`config.mk`:
```
export PLATFORM = sky130hd
export DESIGN_NAME = imul_dot_accum
export DESIGN_NICKNAME = d
export VERILOG_FILES = /design/src/rtl/imul_dot_accum_pkg.sv /design/src/rtl/imul_dot_accum_ctrl.sv /design/src/rtl/imul_dot_accum.sv
export SDC_FILE = /design/constraint.sdc
export NUM_CORES = 1
export LEC_CHECK = 0
export BUFFER_PORTS_ARGS = -buffer_cell sky130_fd_sc_hd__buf_2
export CAP_MARGIN = 20
export CORE_AREA = 4 4 87 89
export CTS_CLUSTER_SIZE = 8
export DETAILED_ROUTE_END_ITERATION = 10
export DIE_AREA = 0 0 91 93
export PLACE_DENSITY = 0.7
export SLEW_MARGIN = 20
export SYNTH_ARGS = -nofsm -noshare
export SYNTH_HDL_FRONTEND = slang
export SYNTH_HIERARCHICAL = 1
export SYNTH_SLANG_ARGS = --single-unit
```
`constraint.sdc`:
```
create_clock -name clk -period 3.4 [get_ports clk]
set_input_delay 0.68 -clock clk [delete_from_list [all_inputs] [get_ports clk]]
set_output_delay 0.68 -clock clk [all_outputs]
set_load 0.02 [all_outputs]
```
`src/rtl/imul_dot_accum_pkg.sv`:
```
// Shared definitions for the multiply-accumulate stage: message width and the
// controller state encodings used by the RTL and by anything tracing it.
package imul_dot_accum_pkg;

   localparam int unsigned MSG_NBITS = 32;

   typedef enum logic [1:0] {
      ST_ACCUM = 2'd0,
      ST_DONE  = 2'd1
   } state_e;

endpackage

```
`src/rtl/imul_dot_accum_ctrl.sv`:
```
// Two-state controller: accepts products until the group is full, then offers
// the result and waits for the consumer. Handshake outputs depend only on state.
module imul_dot_accum_ctrl
   import imul_dot_accum_pkg::*;
(
   input  logic clk,
   input  logic reset,
   input  logic in_val_i,
   input  logic out_rdy_i,
   input  logic last_i,
   output logic in_rdy_o,
   output logic out_val_o,
   output logic in_go_o,
   output logic out_go_o
);

   state_e state_q;
   state_e state_d;

   always_ff @(posedge clk) begin
      if (reset) begin
         state_q <= ST_ACCUM;
      end else begin
         state_q <= state_d;
      end
   end

   // The unused encoding neither accepts nor offers anything; it just recovers.
   always_comb begin
      state_d   = ST_ACCUM;
      in_rdy_o  = 1'b0;
      out_val_o = 1'b0;
      case (state_q)
         ST_ACCUM: begin
            in_rdy_o = 1'b1;
            state_d  = (in_val_i && last_i) ? ST_DONE : ST_ACCUM;
         end
         ST_DONE: begin
            out_val_o = 1'b1;
            state_d   = out_rdy_i ? ST_ACCUM : ST_DONE;
         end
         default: begin
            state_d = ST_ACCUM;
         end
      endcase
      in_go_o  = in_val_i && in_rdy_o;
      out_go_o = out_val_o && out_rdy_i;
   end

endmodule

```
`src/rtl/imul_dot_accum.sv`:
```
// Sums each group of p_len unsigned products from the multiplier and emits one
// 32-bit result per group, flagging any carry out of bit 31 within the group.
module imul_dot_accum
   import imul_dot_accum_pkg::*;
#(
   parameter int p_len       = 4,
   parameter int p_cnt_nbits = 8
) (
   input  logic                 clk,
   input  logic                 reset,
   input  logic                 in_val,
   output logic                 in_rdy,
   input  logic [MSG_NBITS-1:0] in_msg,
   output logic                 out_val,
   input  logic                 out_rdy,
   output logic [MSG_NBITS-1:0] out_msg,
   output logic                 out_ovf
);

   localparam logic [p_cnt_nbits-1:0] LAST_CNT = p_cnt_nbits'(p_len - 1);

   logic [MSG_NBITS-1:0]   sum_reg;
   logic [MSG_NBITS-1:0]   sum_d;
   logic [p_cnt_nbits-1:0] cnt_reg;
   logic [p_cnt_nbits-1:0] cnt_d;
   logic                   ovf_reg;
   logic                   ovf_d;
   logic [MSG_NBITS:0]     add_full;
   logic                   last;
   logic                   in_go;
   logic                   out_go;

   imul_dot_accum_ctrl u_ctrl (
      .clk       (clk),
      .reset     (reset),
      .in_val_i  (in_val),
      .out_rdy_i (out_rdy),
      .last_i    (last),
      .in_rdy_o  (in_rdy),
      .out_val_o (out_val),
      .in_go_o   (in_go),
      .out_go_o  (out_go)
   );

   // Top bit of the widened add is the carry out of bit 31.
   assign add_full = {1'b0, sum_reg} + {1'b0, in_msg};
   assign last     = (cnt_reg == LAST_CNT);

   always_comb begin
      sum_d = sum_reg;
      cnt_d = cnt_reg;
      ovf_d = ovf_reg;
      if (out_go) begin
         sum_d = '0;
         cnt_d = '0;
         ovf_d = 1'b0;
      end else if (in_go) begin
         sum_d = add_full[MSG_NBITS-1:0];
         cnt_d = cnt_reg + p_cnt_nbits'(1);
         ovf_d = ovf_reg | add_full[MSG_NBITS];
      end
   end

   always_ff @(posedge clk) begin
      if (reset) begin
         sum_reg <= '0;
         cnt_reg <= '0;
         ovf_reg <= 1'b0;
      end else begin
         sum_reg <= sum_d;
         cnt_reg <= cnt_d;
         ovf_reg <= ovf_d;
      end
   end

   assign out_msg = sum_reg;
   assign out_ovf = ovf_reg;

   a_hs_known: assert property (@(posedge clk) disable iff (reset)
      !$isunknown({in_val, out_rdy, in_rdy, out_val}));

endmodule

```
==> flow_metrics.py, run 1 <==
metrics = {
    "status": {
        "status": "finished clean",
    },
    "pwr": {
        "internal_power_mw": 1.16,
        "share_seq_of_total_power_pct": 30.8,
        "power.total_mw": 2.01,
        "clock_power_share_pct": 19.9,
        "power.leakage_nw": 1.74,
        "ir_drop_uv": 256,
        "switching_power_mw": 0.846,
        "powerDensity_nw_per_um2": 521,
        "swShare_pct": 42.1,
        "p_comb_share_pct": 49.3,
    },
    "timing": {
        "fin_crit_sh_pct": 78.5,
        "tns_ps": 0,
        "max_clock_freq_ghz": 0.375,
        "skew_ps": 11.2,
        "hold_violations": 0,
        "worst-slew-pin-transition_ps": 649,
        "drv_slew": 0,
        "max-slew-margin-rel_pct": 56.7,
        "rsz0062_at_grt": "false",
        "final.min_clock_period_ps": 2670,
        "setup_slack_ps": 730,
        "setup_viol": 0,
    },
    "critical_path": {
        "worstPathRequired_ps": 3590,
        "r2r_end": "out_msg[18]",
        "startpoint_type": "primary input",
        "r2r_cells": 9,
        "path_max_fanout": 5,
        "end_kind": "flip-flop",
        "crit_type": "in -> reg",
        "reg2reg_from": "out_msg[0]",
        "r2r_slack_ps": 890,
        "arrival_ps": 2860,
    },
    "die": {
        "start_util_pct": 49.1,
        "fp.dieH_um": 93,
        "core_area_um2": 6760,
        "fp-row-count": 30,
        "ios": 71,
        "die_w_um": 91,
        "die_area_um2": 8460,
    },
    "logic_synthesis": {
        "synth-async-reset-ratio_pct": 0,
        "synth_area_um2": 3320,
        "synth-edff-count": 0,
        "synth_cells": 426,
        "synth_ff_type": "dfxtp_1",
        "yosysUniqueCellTypes": 61,
        "yosysWarnings": 6,
        "synth_top_area_share_pct": 25.3,
        "synth.ff_latch_count": 42,
        "synthTopCellsByArea": "dfxtp_1, ha_1, a21oi_1",
        "synth_fp_nets": 496,
        "synth-seq-area-share_pct": 25.3,
        "synth_top_area_cell": "dfxtp_1",
        "syn_avg_cell_area_um2": 7.79,
    },
    "cts": {
        "htreeDepth": 2,
        "postCtsSetupBuffers": 0,
        "clock_sinks": 42,
        "path_clk_slew_ps": 80,
        "numCtsBuffers": 5,
        "cts_resized": 0,
        "cts_hold_buf": 0,
        "clockBufferDepth": 2,
        "cts_tree": "done",
        "clk_latency_ps": 300,
        "cts-root-buf": "clkbuf_8",
    },
    "routing": {
        "routed_via_density": 5.80,
        "drc_errors": 0,
        "routedWlPerCell_um": 15.3,
        "vias": 3335,
        "ant_nets": 0,
        "first_pass_iters": 4,
        "drt_iter0_markers": 141,
        "drt_wl_total_um": 8790,
    },
    "placement": {
        "dp_slack_ps": 400,
        "gp_congestion": 0.948,
        "dp_hpwl_um": 6950,
        "io_buffers": 70,
    },
    "layout": {
        "largest_register_ffs": 32,
        "area.growth.synth_to_final_pct": 16.3,
        "fin_util_pct": 57.1,
        "drive_above_1_share_pct": 20.4,
        "diodes": 0,
        "final_common_cell": "buf_2",
        "nNetsFinal": 564,
        "final_cell_mix": "buf_2, a21oi_1, nand2_1",
        "nFillCells": 668,
    },
    "min_path": {
        "hold_path.class": "reg -> reg",
        "min-delay-start": "out_msg[13]",
        "min_path_cells": 2,
        "hold_end": "out_msg[13]",
    },
    "global_route": {
        "grtUsageTotal_pct": 20.7,
        "globalRouteMet3Util_pct": 3.22,
        "grt_max_degree": 29,
        "gr-max-usage-layer": "met2",
        "met2_usage_pct": 36.2,
        "gr-total-overflow": 0,
        "antenna_found_initial": 0,
        "grt_pass1_vias": 3132,
        "grt_pass1_wl_um": 14500,
        "grtUsageMet1_pct": 27.0,
    },
    "flow_run": {
        "cap_violations": 0,
    },
}
[cells in the mapped netlist (all sizes together) (11+ instances only)]
library cell / count
a21oi: 48
xor2: 15
xnor2: 13
o21ai: 40
nor2: 45
dfxtp: 42
ha: 33
nand4: 11
nand2: 47
nand3: 11
[how the worst max path moves through the flow]
stage | slack (ps) | depth (start not counted) | start | end
floorplan | 800 | 9 | in_msg[0] | out_msg[18]
global placement | 490 | 10 | in_msg[0] | out_msg[18]
detailed placement | 400 | 10 | in_msg[0] | out_msg[18]
CTS | 730 | 10 | in_msg[0] | out_msg[18]
global route | 480 | 10 | in_msg[0] | out_msg[18]
finish | 730 | 10 | in_msg[0] | out_msg[18]
[stage by stage]
stage	cells	hold WS [ps]	area, um2
detailed placement	567	461	3750
finish	575	470	3860
floorplan	426	458	3320
global route	575	493	3860
global placement	567	453	3750
CTS	575	473	3860
[cells by family after synthesis]
family	count (synthesis)	share of synthesized area, %
AND/OR/NAND/NOR	148	22.1
flip-flops	42	25.3
adder cells (fa/ha/maj)	34	13.1
XOR/XNOR	28	7.39
buffers and inverters	22	2.64
multiplexers	9	2.72
AO/OA/AOI/OAI	143	26.8
[per-layer routing]
layer | vias up | part of all wire, %
met3 | 7 | 4.5
met1 | 1542 | 48
li1 | 1710 | -
met5 | - | 0
met4 | 0 | 0.83
met2 | 76 | 47
[power groups by stage]
stage                     clock (mW)  combinational [mW]  sequential, mW
after global placement             0               0.974           0.626
after CTS                      0.409               0.987           0.620
after global routing           0.428                1.10           0.630
after detailed placement           0               0.981           0.630
after floorplan                    0               0.655           0.707
final                          0.400               0.992           0.619
[worst max-delay path, stage by stage]
cell	delay (ps)
buf_2	100
ha_1	210
fa_1	420
a211oi_1	420
o21ai_2	170
nand3_1	110
o211ai_2	180
a21oi_1	300
xor2_1	180
o21ai_1	70
[cell type report]
cell class              count  area (um2)  share of cell area, %
clock inverters             2        37.5                  0.973
multi-input cells         362        2390                   61.9
inverters                   8        30.0                  0.778
well taps                  80         100                   2.59
flip-flops and latches     42         841                   21.8
repair buffers             75         388                   10.1
clock buffers               6        72.6                   1.88
No activity file was read; power rests on OpenSTA's default activity.
==> run 2: changes to the inputs <==
- PLACE_DENSITY: 0.7 -> 0.72
- clock period: 3.4 -> 2.21 ns (I/O delays scaled with it)
==> run 2 against run 1 <==
  * Sequential power grew 56%
  * Cell area grew 17%
  * Clock skew grew 4.0 ps
  * Register-to-register slack lost 830 ps
  * Flip-flop and latch count is the same
  * Non-clock buffer count grew 63
  * Via count grew 13%
  * Setup slack lost 670 ps
  * Routed wire length grew 16%
  * Worst hold slack lost 170 ps
  * Largest power group unchanged
==> flow_metrics.py, run 2 (synthesized netlist as in run 1, its figures left out) <==
metrics = {
    "status": {
        "status": "finished clean",
    },
    "cts": {
        "cts_tree": "done",
        "clk_latency_ps": 310,
        "numCtsBuffers": 5,
        "clockBufferDepth": 2,
        "cts-root-buf": "clkbuf_8",
        "htreeDepth": 2,
        "path_clk_slew_ps": 90,
        "clock_sinks": 42,
    },
    "layout": {
        "area.growth.synth_to_final_pct": 36.6,
        "ff_latch_area_um2": 843,
        "final_cells": 638,
        "largest_register_ffs": 32,
        "nFillCells": 575,
        "final_cell_mix": "buf_2, buf_4, nand2_1",
        "final_common_cell": "buf_2",
        "drive_above_1_share_pct": 34.6,
        "nNetsFinal": 627,
        "multi_input_area_um2": 2600,
        "diodes": 0,
    },
    "placement": {
        "dp_hpwl_um": 7650,
        "io_buffers": 70,
        "dp_cells": 627,
        "gp_congestion": 0.983,
        "dp_slack_ps": -279,
    },
    "die": {
        "start_util_pct": 49.1,
        "fp.dieH_um": 93,
        "fp-row-count": 30,
        "ios": 71,
        "die_area_um2": 8460,
        "core_area_um2": 6760,
        "die_w_um": 91,
    },
    "global_route": {
        "gr-total-overflow": 0,
        "met2_usage_pct": 39.3,
        "antenna_found_initial": 0,
        "grtUsageTotal_pct": 23.0,
        "grt_max_degree": 19,
        "globalRouteMet3Util_pct": 4.02,
        "gr-max-usage-layer": "met2",
        "grt_pass1_wl_um": 16200,
        "grt_pass1_vias": 3573,
        "grtUsageMet1_pct": 29.5,
    },
    "routing": {
        "drt_wl_total_um": 10200,
        "drt_iter0_markers": 242,
        "routed_via_density": 5.92,
        "routedWlPerCell_um": 16.0,
        "ant_nets": 0,
        "drc_errors": 0,
        "first_pass_iters": 4,
        "vias": 3775,
    },
    "timing": {
        "setup_viol": 0,
        "rsz0062_at_grt": "true",
        "drv_slew": 0,
        "fin_crit_sh_pct": 97.1,
        "setup_slack_ps": 63.7,
        "max_clock_freq_ghz": 0.466,
        "max-slew-margin-rel_pct": 67.7,
        "worst-slew-pin-transition_ps": 480,
        "tns_ps": 0,
        "skew_ps": 15.2,
        "hold_violations": 0,
        "final.min_clock_period_ps": 2150,
    },
    "critical_path": {
        "arrival_ps": 2380,
        "worstPathRequired_ps": 2440,
        "crit_type": "reg -> reg",
        "startpoint_type": "flip-flop",
        "cp_cell_sequence": "ha_1 > buf_4 > nand2_1 > a2111oi_4 > or3_4 > a21oi_1 > or4_1 > o211ai_1",
        "slowest_stage": "or4_1",
        "critPathMaxStageDelay_ps": 400,
        "r2r_cells": 8,
        "end_kind": "flip-flop",
        "path_max_fanout": 4,
    },
    "pwr": {
        "powerDensity_nw_per_um2": 770,
        "ir_drop_uv": 384,
        "power.leakage_nw": 2.08,
        "power.total_mw": 3.49,
    },
    "min_path": {
        "min_path_cells": 2,
        "hold_path.class": "in -> reg",
    },
    "flow_run": {
        "cap_violations": 0,
    },
}
-- run 2: repair_timing --
item | 4_1_cts | 5_1_grt
hold buffers | 0 | 0
pin swaps | 3 | 11
endpoints found under the setup margin | 6 | 23
setup buffers | 2 | 1
gates resized for setup | 2 | 40
-- run 2: cell type report --
type	instances	share of cell area, %
clock inverter	3	0.525
multi-input combinational	362	57.5
tap	80	2.21
timing repair buffer	138	19.0
inverter	8	0.663
sequential	42	18.6
clock buffer	5	1.52
-- run 2: layer usage --
| metal | part of all wire, % | vias up | wire length (um) |
|---|---|---|---|
| li1 | - | 1836 | - |
| met1 | 43 | 1768 | 4360 |
| met2 | 49 | 147 | 5010 |
| met3 | 5.9 | 24 | 601 |
| met4 | 2.5 | 0 | 261 |
| met5 | 0 | - | 0 |
-- run 2: worst max-delay path, delay by kind of cell (launching register included) --
| kind | cells | cell delay [ps] |
|---|---|---|
| flip-flops | 1 | 350 |
| buffers and inverters | 1 | 130 |
| AO/OA/AOI/OAI | 3 | 560 |
| adder cells (fa/ha/maj) | 1 | 330 |
| AND/OR/NAND/NOR | 3 | 720 |
-- run 2: per-stage QoR --
stage	util (%)	hold slack, ps	area [um2]
global route	67.0	309	4530
global placement	62.3	450	4210
CTS	64.1	294	4330
finish	67.0	301	4530
detailed placement	62.3	455	4210
floorplan	-	458	3330
-- run 2: power by group --
part | total [mW] | internal (mW) | switching, mW
Sequential | 0.963 | 0.868 | 0.0942
Combinational | 1.98 | 0.887 | 1.10
Clock | 0.542 | 0.226 | 0.316
Total | 3.49 | 1.98 | 1.51
-- run 2: final timing paths --
path,start,end,slack [ps]
hold reg to reg,out_msg[24],out_msg[24],470
setup / recovery,out_msg[6],out_msg[17],60
setup reg to reg,out_msg[6],out_msg[17],60
hold / removal,reset,u_ctrl/state_q[0],300
